`src/rtl/uart_tx_scheduler.sv`:
```
// Round-robin scheduler sharing one UART transmit line among NUM_REQ requesters.
// Frames are 1 start, MESSAGE_SIZE data bits LSB-first, 1 stop, then GAP_BITS idle bit times.
module uart_tx_scheduler #(
    parameter int clk_freq     = 100_000_000,
    parameter int baud_rate    = 38400,
    parameter int NUM_REQ      = 4,
    parameter int GAP_BITS     = 1,
    parameter int MESSAGE_SIZE = 8
) (
    input  logic                            clk,
    input  logic                            rst,
    input  logic [NUM_REQ-1:0]              req,
    input  logic [NUM_REQ*MESSAGE_SIZE-1:0] msg,
    output logic [NUM_REQ-1:0]              ack,
    output logic                            done,
    output logic [$clog2(NUM_REQ)-1:0]      grant_id,
    output logic                            busy,
    output logic                            TxD
);

    localparam int BIT_CYCLES = clk_freq / baud_rate;
    localparam int CW = (BIT_CYCLES > 1) ? $clog2(BIT_CYCLES) : 1;
    localparam int IW = (MESSAGE_SIZE > 1) ? $clog2(MESSAGE_SIZE) : 1;
    localparam int PW = $clog2(NUM_REQ);
    localparam logic [CW-1:0] BAUD_LAST = CW'(BIT_CYCLES - 1);
    localparam logic [IW-1:0] BIT_LAST  = IW'(MESSAGE_SIZE - 1);
    localparam logic [3:0]    GAP_LAST  = 4'((GAP_BITS > 0) ? GAP_BITS - 1 : 0);

    typedef enum logic [2:0] {
        S_IDLE  = 3'd0,
        S_START = 3'd1,
        S_DATA  = 3'd2,
        S_STOP  = 3'd3,
        S_GAP   = 3'd4
    } state_e;

    state_e                  state_q, state_d;
    logic [CW-1:0]           baud_cnt_q, baud_cnt_d;
    logic [IW-1:0]           bit_idx_q, bit_idx_d;
    logic [3:0]              gap_cnt_q, gap_cnt_d;
    logic [MESSAGE_SIZE-1:0] shreg_q, shreg_d;
    logic [PW-1:0]           rr_ptr_q, rr_ptr_d;
    logic [PW-1:0]           grant_id_q, grant_id_d;
    logic [NUM_REQ-1:0]      ack_q, ack_d;
    logic                    done_q, done_d;
    logic                    txd_q, txd_d;

    logic                    win_found;
    logic [PW-1:0]           win_idx;
    logic [PW-1:0]           cand;
    logic                    baud_last;
    int                      idx;

    // Round-robin search starting at rr_ptr_q; first requester with req high wins.
    always_comb begin
        win_found = 1'b0;
        win_idx   = '0;
        cand      = '0;
        idx       = 0;
        for (int k = 0; k < NUM_REQ; k++) begin
            idx = int'(rr_ptr_q) + k;
            if (idx >= NUM_REQ) begin
                idx = idx - NUM_REQ;
            end else begin
                idx = idx;
            end
            cand = PW'(idx);
            if (!win_found && req[cand]) begin
                win_found = 1'b1;
                win_idx   = cand;
            end else begin
                win_found = win_found;
            end
        end
    end

    // Frame sequencer: next-state, counters, shift register and output pulses.
    always_comb begin
        state_d    = state_q;
        baud_cnt_d = baud_cnt_q;
        bit_idx_d  = bit_idx_q;
        gap_cnt_d  = gap_cnt_q;
        shreg_d    = shreg_q;
        rr_ptr_d   = rr_ptr_q;
        grant_id_d = grant_id_q;
        ack_d      = '0;
        txd_d      = txd_q;
        done_d     = 1'b0;
        baud_last  = (baud_cnt_q == BAUD_LAST);

        case (state_q)
            S_IDLE: begin
                txd_d = 1'b1;
                if (win_found) begin
                    ack_d      = NUM_REQ'(1) << win_idx;
                    grant_id_d = win_idx;
                    shreg_d    = msg[win_idx*MESSAGE_SIZE +: MESSAGE_SIZE];
                    rr_ptr_d   = (win_idx == PW'(NUM_REQ - 1)) ? '0 : win_idx + PW'(1);
                    state_d    = S_START;
                    txd_d      = 1'b0;
                    baud_cnt_d = '0;
                    bit_idx_d  = '0;
                    gap_cnt_d  = '0;
                end else begin
                    state_d = S_IDLE;
                end
            end
            S_START: begin
                if (baud_last) begin
                    state_d    = S_DATA;
                    baud_cnt_d = '0;
                    txd_d      = shreg_q[0];
                end else begin
                    baud_cnt_d = baud_cnt_q + CW'(1);
                end
            end
            S_DATA: begin
                if (baud_last) begin
                    baud_cnt_d = '0;
                    if (bit_idx_q == BIT_LAST) begin
                        state_d = S_STOP;
                        txd_d   = 1'b1;
                    end else begin
                        shreg_d   = shreg_q >> 1;
                        bit_idx_d = bit_idx_q + IW'(1);
                        txd_d     = shreg_d[0];
                    end
                end else begin
                    baud_cnt_d = baud_cnt_q + CW'(1);
                end
            end
            S_STOP: begin
                if (baud_last) begin
                    baud_cnt_d = '0;
                    if (GAP_BITS == 0) begin
                        state_d = S_IDLE;
                    end else begin
                        state_d   = S_GAP;
                        gap_cnt_d = '0;
                    end
                end else begin
                    baud_cnt_d = baud_cnt_q + CW'(1);
                end
            end
            S_GAP: begin
                if (baud_last) begin
                    baud_cnt_d = '0;
                    if (gap_cnt_q == GAP_LAST) begin
                        state_d = S_IDLE;
                    end else begin
                        gap_cnt_d = gap_cnt_q + 4'd1;
                    end
                end else begin
                    baud_cnt_d = baud_cnt_q + CW'(1);
                end
            end
            default: begin
                state_d = S_IDLE;
                txd_d   = 1'b1;
            end
        endcase

        // done is registered, so it is raised when the upcoming cycle is the frame's last.
        if (baud_cnt_d == BAUD_LAST &&
            ((state_d == S_STOP && GAP_BITS == 0) ||
             (state_d == S_GAP && gap_cnt_d == GAP_LAST))) begin
            done_d = 1'b1;
        end else begin
            done_d = 1'b0;
        end
    end

    // State and output registers with synchronous reset.
    always_ff @(posedge clk) begin
        if (rst) begin
            state_q    <= S_IDLE;
            baud_cnt_q <= '0;
            bit_idx_q  <= '0;
            gap_cnt_q  <= '0;
            shreg_q    <= '0;
            rr_ptr_q   <= '0;
            grant_id_q <= '0;
            ack_q      <= '0;
            done_q     <= 1'b0;
            txd_q      <= 1'b1;
        end else begin
            state_q    <= state_d;
            baud_cnt_q <= baud_cnt_d;
            bit_idx_q  <= bit_idx_d;
            gap_cnt_q  <= gap_cnt_d;
            shreg_q    <= shreg_d;
            rr_ptr_q   <= rr_ptr_d;
            grant_id_q <= grant_id_d;
            ack_q      <= ack_d;
            done_q     <= done_d;
            txd_q      <= txd_d;
        end
    end

    assign ack      = ack_q;
    assign done     = done_q;
    assign grant_id = grant_id_q;
    assign busy     = (state_q != S_IDLE);
    assign TxD      = txd_q;

endmodule

```
`config.mk`:
```
export PLATFORM = sky130hd
export DESIGN_NAME = uart_tx_scheduler
export DESIGN_NICKNAME = d
export VERILOG_FILES = /design/src/rtl/uart_tx_scheduler.sv
export SDC_FILE = /design/constraint.sdc
export NUM_CORES = 1
export LEC_CHECK = 0
export ABC_AREA = 1
export CAP_MARGIN = 40
export CORE_ASPECT_RATIO = 0.6
export CORE_MARGIN = 1
export CORE_UTILIZATION = 36
export CTS_CLUSTER_SIZE = 16
export DETAILED_ROUTE_END_ITERATION = 8
export DONT_BUFFER_PORTS = 1
export PLACE_DENSITY = 0.6
export SLEW_MARGIN = 20
export SYNTH_ARGS = -nofsm -noshare
export SYNTH_HDL_FRONTEND = slang
export SYNTH_SLANG_ARGS = --single-unit
export TNS_END_PERCENT = 1
```
`constraint.sdc`:
```
create_clock -name clk -period 3.55 [get_ports clk]
set_clock_uncertainty 0.2 [all_clocks]
set_input_delay 0.71 -clock clk [delete_from_list [all_inputs] [get_ports clk]]
set_output_delay 0.71 -clock clk [all_outputs]
set_load 0.01 [all_outputs]
```
==> impl_metrics.py <==
metrics = {
    "routing": {
        "vias_per_cell": 5.11,
        "wl_per_cell_um": 13.0,
        "dr.pass1.iters": 6,
        "vias": 2563,
        "finalWirelength_um": 6520,
        "drc": 1,
        "first_iter_violations": 175,
        "antenna_left": 0,
    },
    "worst_hold_path": {
        "hp-start": "bit_idx_q[1]",
        "min-delay-path-class": "flop to flop",
    },
    "critical_path": {
        "reg2reg_slack_ns": 0.50,
        "reg2reg_from": "rr_ptr_q[0]",
        "cp_max_fo": 21,
        "critPathLaunchType": "flop",
        "cp.arrival_ns": 3.02,
        "path_cells": "inv_1 > nand2_1 > nand2_2 > nand2_1 > nand2_2 > o211ai_2 > nand2_4 > inv_1 > ha_1 > o21ai_0 > a21oi_1",
        "reg2reg_depth": 11,
        "required_ns": 3.52,
        "path_depth": 11,
        "path_buf_inv": 2,
        "worst_r2r_endpoint": "rr_ptr_q[1]",
        "cp_top_family": "compound AO/OA/AOI/OAI gates",
        "crit_path_end_kind": "flop",
        "path_class": "flop to flop",
        "endpoint": "rr_ptr_q[1]",
        "cpMaxStageDelayCell": "o211ai_2",
        "slowest_delay_ns": 0.65,
        "worstSetupStartpoint": "rr_ptr_q[0]",
    },
    "layout": {
        "layout_commonest_cell": "nand2_1",
        "diodes": 0,
        "multi_input_area_um2": 1560,
        "nFillCells": 742,
        "layout_common_cells": "nand2_1 (102), nand3_1 (57), nor2_1 (51)",
        "seq_area_um2": 801,
        "fin_cells": 502,
        "drive_gt1_share_pct": 8.19,
        "area_growth_pct": 6.97,
        "nets": 458,
    },
    "floorplanning": {
        "pin_count": 47,
        "die_y_um": 68.1,
        "start_util_pct": 38.3,
        "die_x_um": 112,
        "dieArea_um2": 7640,
        "row_count": 23,
        "placeableCoreArea_um2": 6850,
    },
    "global_routing": {
        "grt_max_degree": 25,
        "antenna_found_initial": 0,
        "grt_pass1_wl_um": 10800,
        "first_global_vias": 2277,
        "grt_overflow": 0,
        "grt_usage_pct": 18.0,
    },
    "timing": {
        "setup_viol": 0,
        "setup_tns_ns": 0,
        "rsz0062_at_grt": "false",
        "final_hold_viol_count": 0,
        "fin_crit_ns": 3.05,
        "max_slew_margin_pct": 48.3,
        "setup_slack_ns": 0.503,
        "final_max_slew_viol_count": 0,
        "fmax_mhz": 328,
        "worst_pin_slew_ns": 0.774,
        "period_share_pct": 85.8,
    },
    "logic_synthesis": {
        "ys_seq_area_share_pct": 30.5,
        "yosys.area_share.adder_pct": 2.86,
        "syn_inst": 417,
        "synth_top_area_share_pct": 30.5,
        "yosys_warnings": 0,
        "synthesis.nets": 461,
        "netlist_area_um2": 2620,
        "yosysTopAreaCell": "dfxtp_1",
        "synth-edff-count": 0,
        "ys_ff_latch": 40,
        "async_flop_share_pct": 0,
        "synth.distinct_cells": 35,
        "yosys-mux-area-fraction_pct": 0,
        "synth_area_leaders": "dfxtp_1 (31%), nand2_1 (15%), nand3_1 (11%)",
        "synthSimpleGateAreaFrac_pct": 40.8,
        "postSynthAreaPerCell_um2": 6.29,
        "ys.flop_type": "dfxtp_1",
        "synthXorXnorAreaFrac_pct": 1.67,
        "synth_compound_area_share_pct": 14.2,
        "synth_top_family_by_area": "simple AND/OR/NAND/NOR gates",
    },
    "place": {
        "io_buffers": 0,
        "dp_cells": 494,
        "post-place-ws_ns": 0.541,
        "hpwl_um": 4900,
        "gp_congestion": 0.901,
    },
    "clocking": {
        "h-tree-depth": 2,
        "clockBufferDepth": 2,
        "cts_tree": "yes",
        "cts_setup_buffers": 0,
        "worstSkewPairLatency_ns": 0.28,
        "cts_resized": 0,
        "clkTransAtPathRegs_ns": 0.06,
        "cts_hold_buffers": 0,
        "root_buffer": "clkbuf_16",
        "clock-sinks": 40,
        "cts_buffers": 5,
    },
    "status": {
        "violations": "DRC",
        "outcome": "complete, but fails checks",
    },
    "power_and_ir_drop": {
        "power.density_nw_per_um2": 706,
        "cellLeakagePower_nw": 1.31,
        "irDropWorstVdd_mv": 0.281,
    },
    "job": {
        "drv_cap": 0,
    },
}
==> where the power goes <==
| part | switching [mW] | internal (mW) |
|---|---|---|
| logic | 0.624 | 0.296 |
| registers | 0.0717 | 0.532 |
| clock network | 0.175 | 0.280 |
==> kinds of logic (layout without fill, tap and decap cells) <==
family / count (synthesis) / count (layout)
buffers and inverters: 59 / 57
and+or+nand+nor: 238 / 238
DFF: 40 / 40
adders and majority gates: 6 / 6
xor gates and xnor gates: 5 / 5
AOI/OAI and AO/OA: 69 / 69
==> metrics by stage <==
| step | instance area (um^2) | utilization [%] | hold slack, ns | power [mW] |
|---|---|---|---|---|
| after detailed placement | 2660 | 38.8 | 0.255 | 1.53 |
| final | 2800 | 40.9 | 0.264 | 1.98 |
| after global routing | 2800 | 40.9 | 0.277 | 2.15 |
| after global placement | 2660 | 38.8 | 0.251 | 1.50 |
| after CTS | 2800 | 40.9 | 0.265 | 1.99 |
| after floorplan | 2620 | - | 0.244 | 1.41 |
==> worst min path at each step <==
stage	cells past startpoint	endpoint	slack [ns]
after floorplan	2	shreg_q[7]	0.24
after global placement	2	bit_idx_q[2]	0.25
after detailed placement	2	bit_idx_q[1]	0.26
after CTS	2	bit_idx_q[1]	0.27
after global routing	2	bit_idx_q[1]	0.28
final	2	bit_idx_q[1]	0.26
==> flip-flops by register name, summed over array words and instances (netlist names) <==
register and flops:
TxD 1, bit_idx_q 3, shreg_q 8, gap_cnt_q 4
grant_id 2, state_q 3, ack 4, rr_ptr_q 2
baud_cnt_q 12, done 1
==> area by class of cell <==
cell class | count | area share, %
multi-input cells | 318 | 55.6
well taps | 87 | 3.88
clock buffers | 8 | 5.22
repair buffers | 1 | 0.268
flip-flops and latches | 40 | 28.6
inverters | 48 | 6.43
==> per-layer routing <==
metal  GRT usage (%)  share of wire, %
met5               0                 0
met4            5.50              0.92
met3            3.45               5.4
met2            26.6                39
met1            26.4                54
==> cells in the mapped netlist, types with 5 or more instances <==
library cell,number
a21oi_1,36
dfxtp_1,40
ha_1,6
inv_1,42
inv_2,6
nand2_1,102
nand2_2,7
nand3_1,57
nand3b_1,5
nor2_1,51
o21ai_0,24
==> worst register-to-register path, stage by stage, from the launching register on <==
cell      delay, ns
dfxtp_1        0.54
inv_1          0.22
nand2_1        0.14
nand2_2        0.07
nand2_1        0.08
nand2_2        0.09
o211ai_2       0.65
nand2_4        0.30
inv_1          0.20
ha_1           0.24
o21ai_0        0.16
a21oi_1        0.05
No activity file was read; power rests on OpenSTA's default activity.
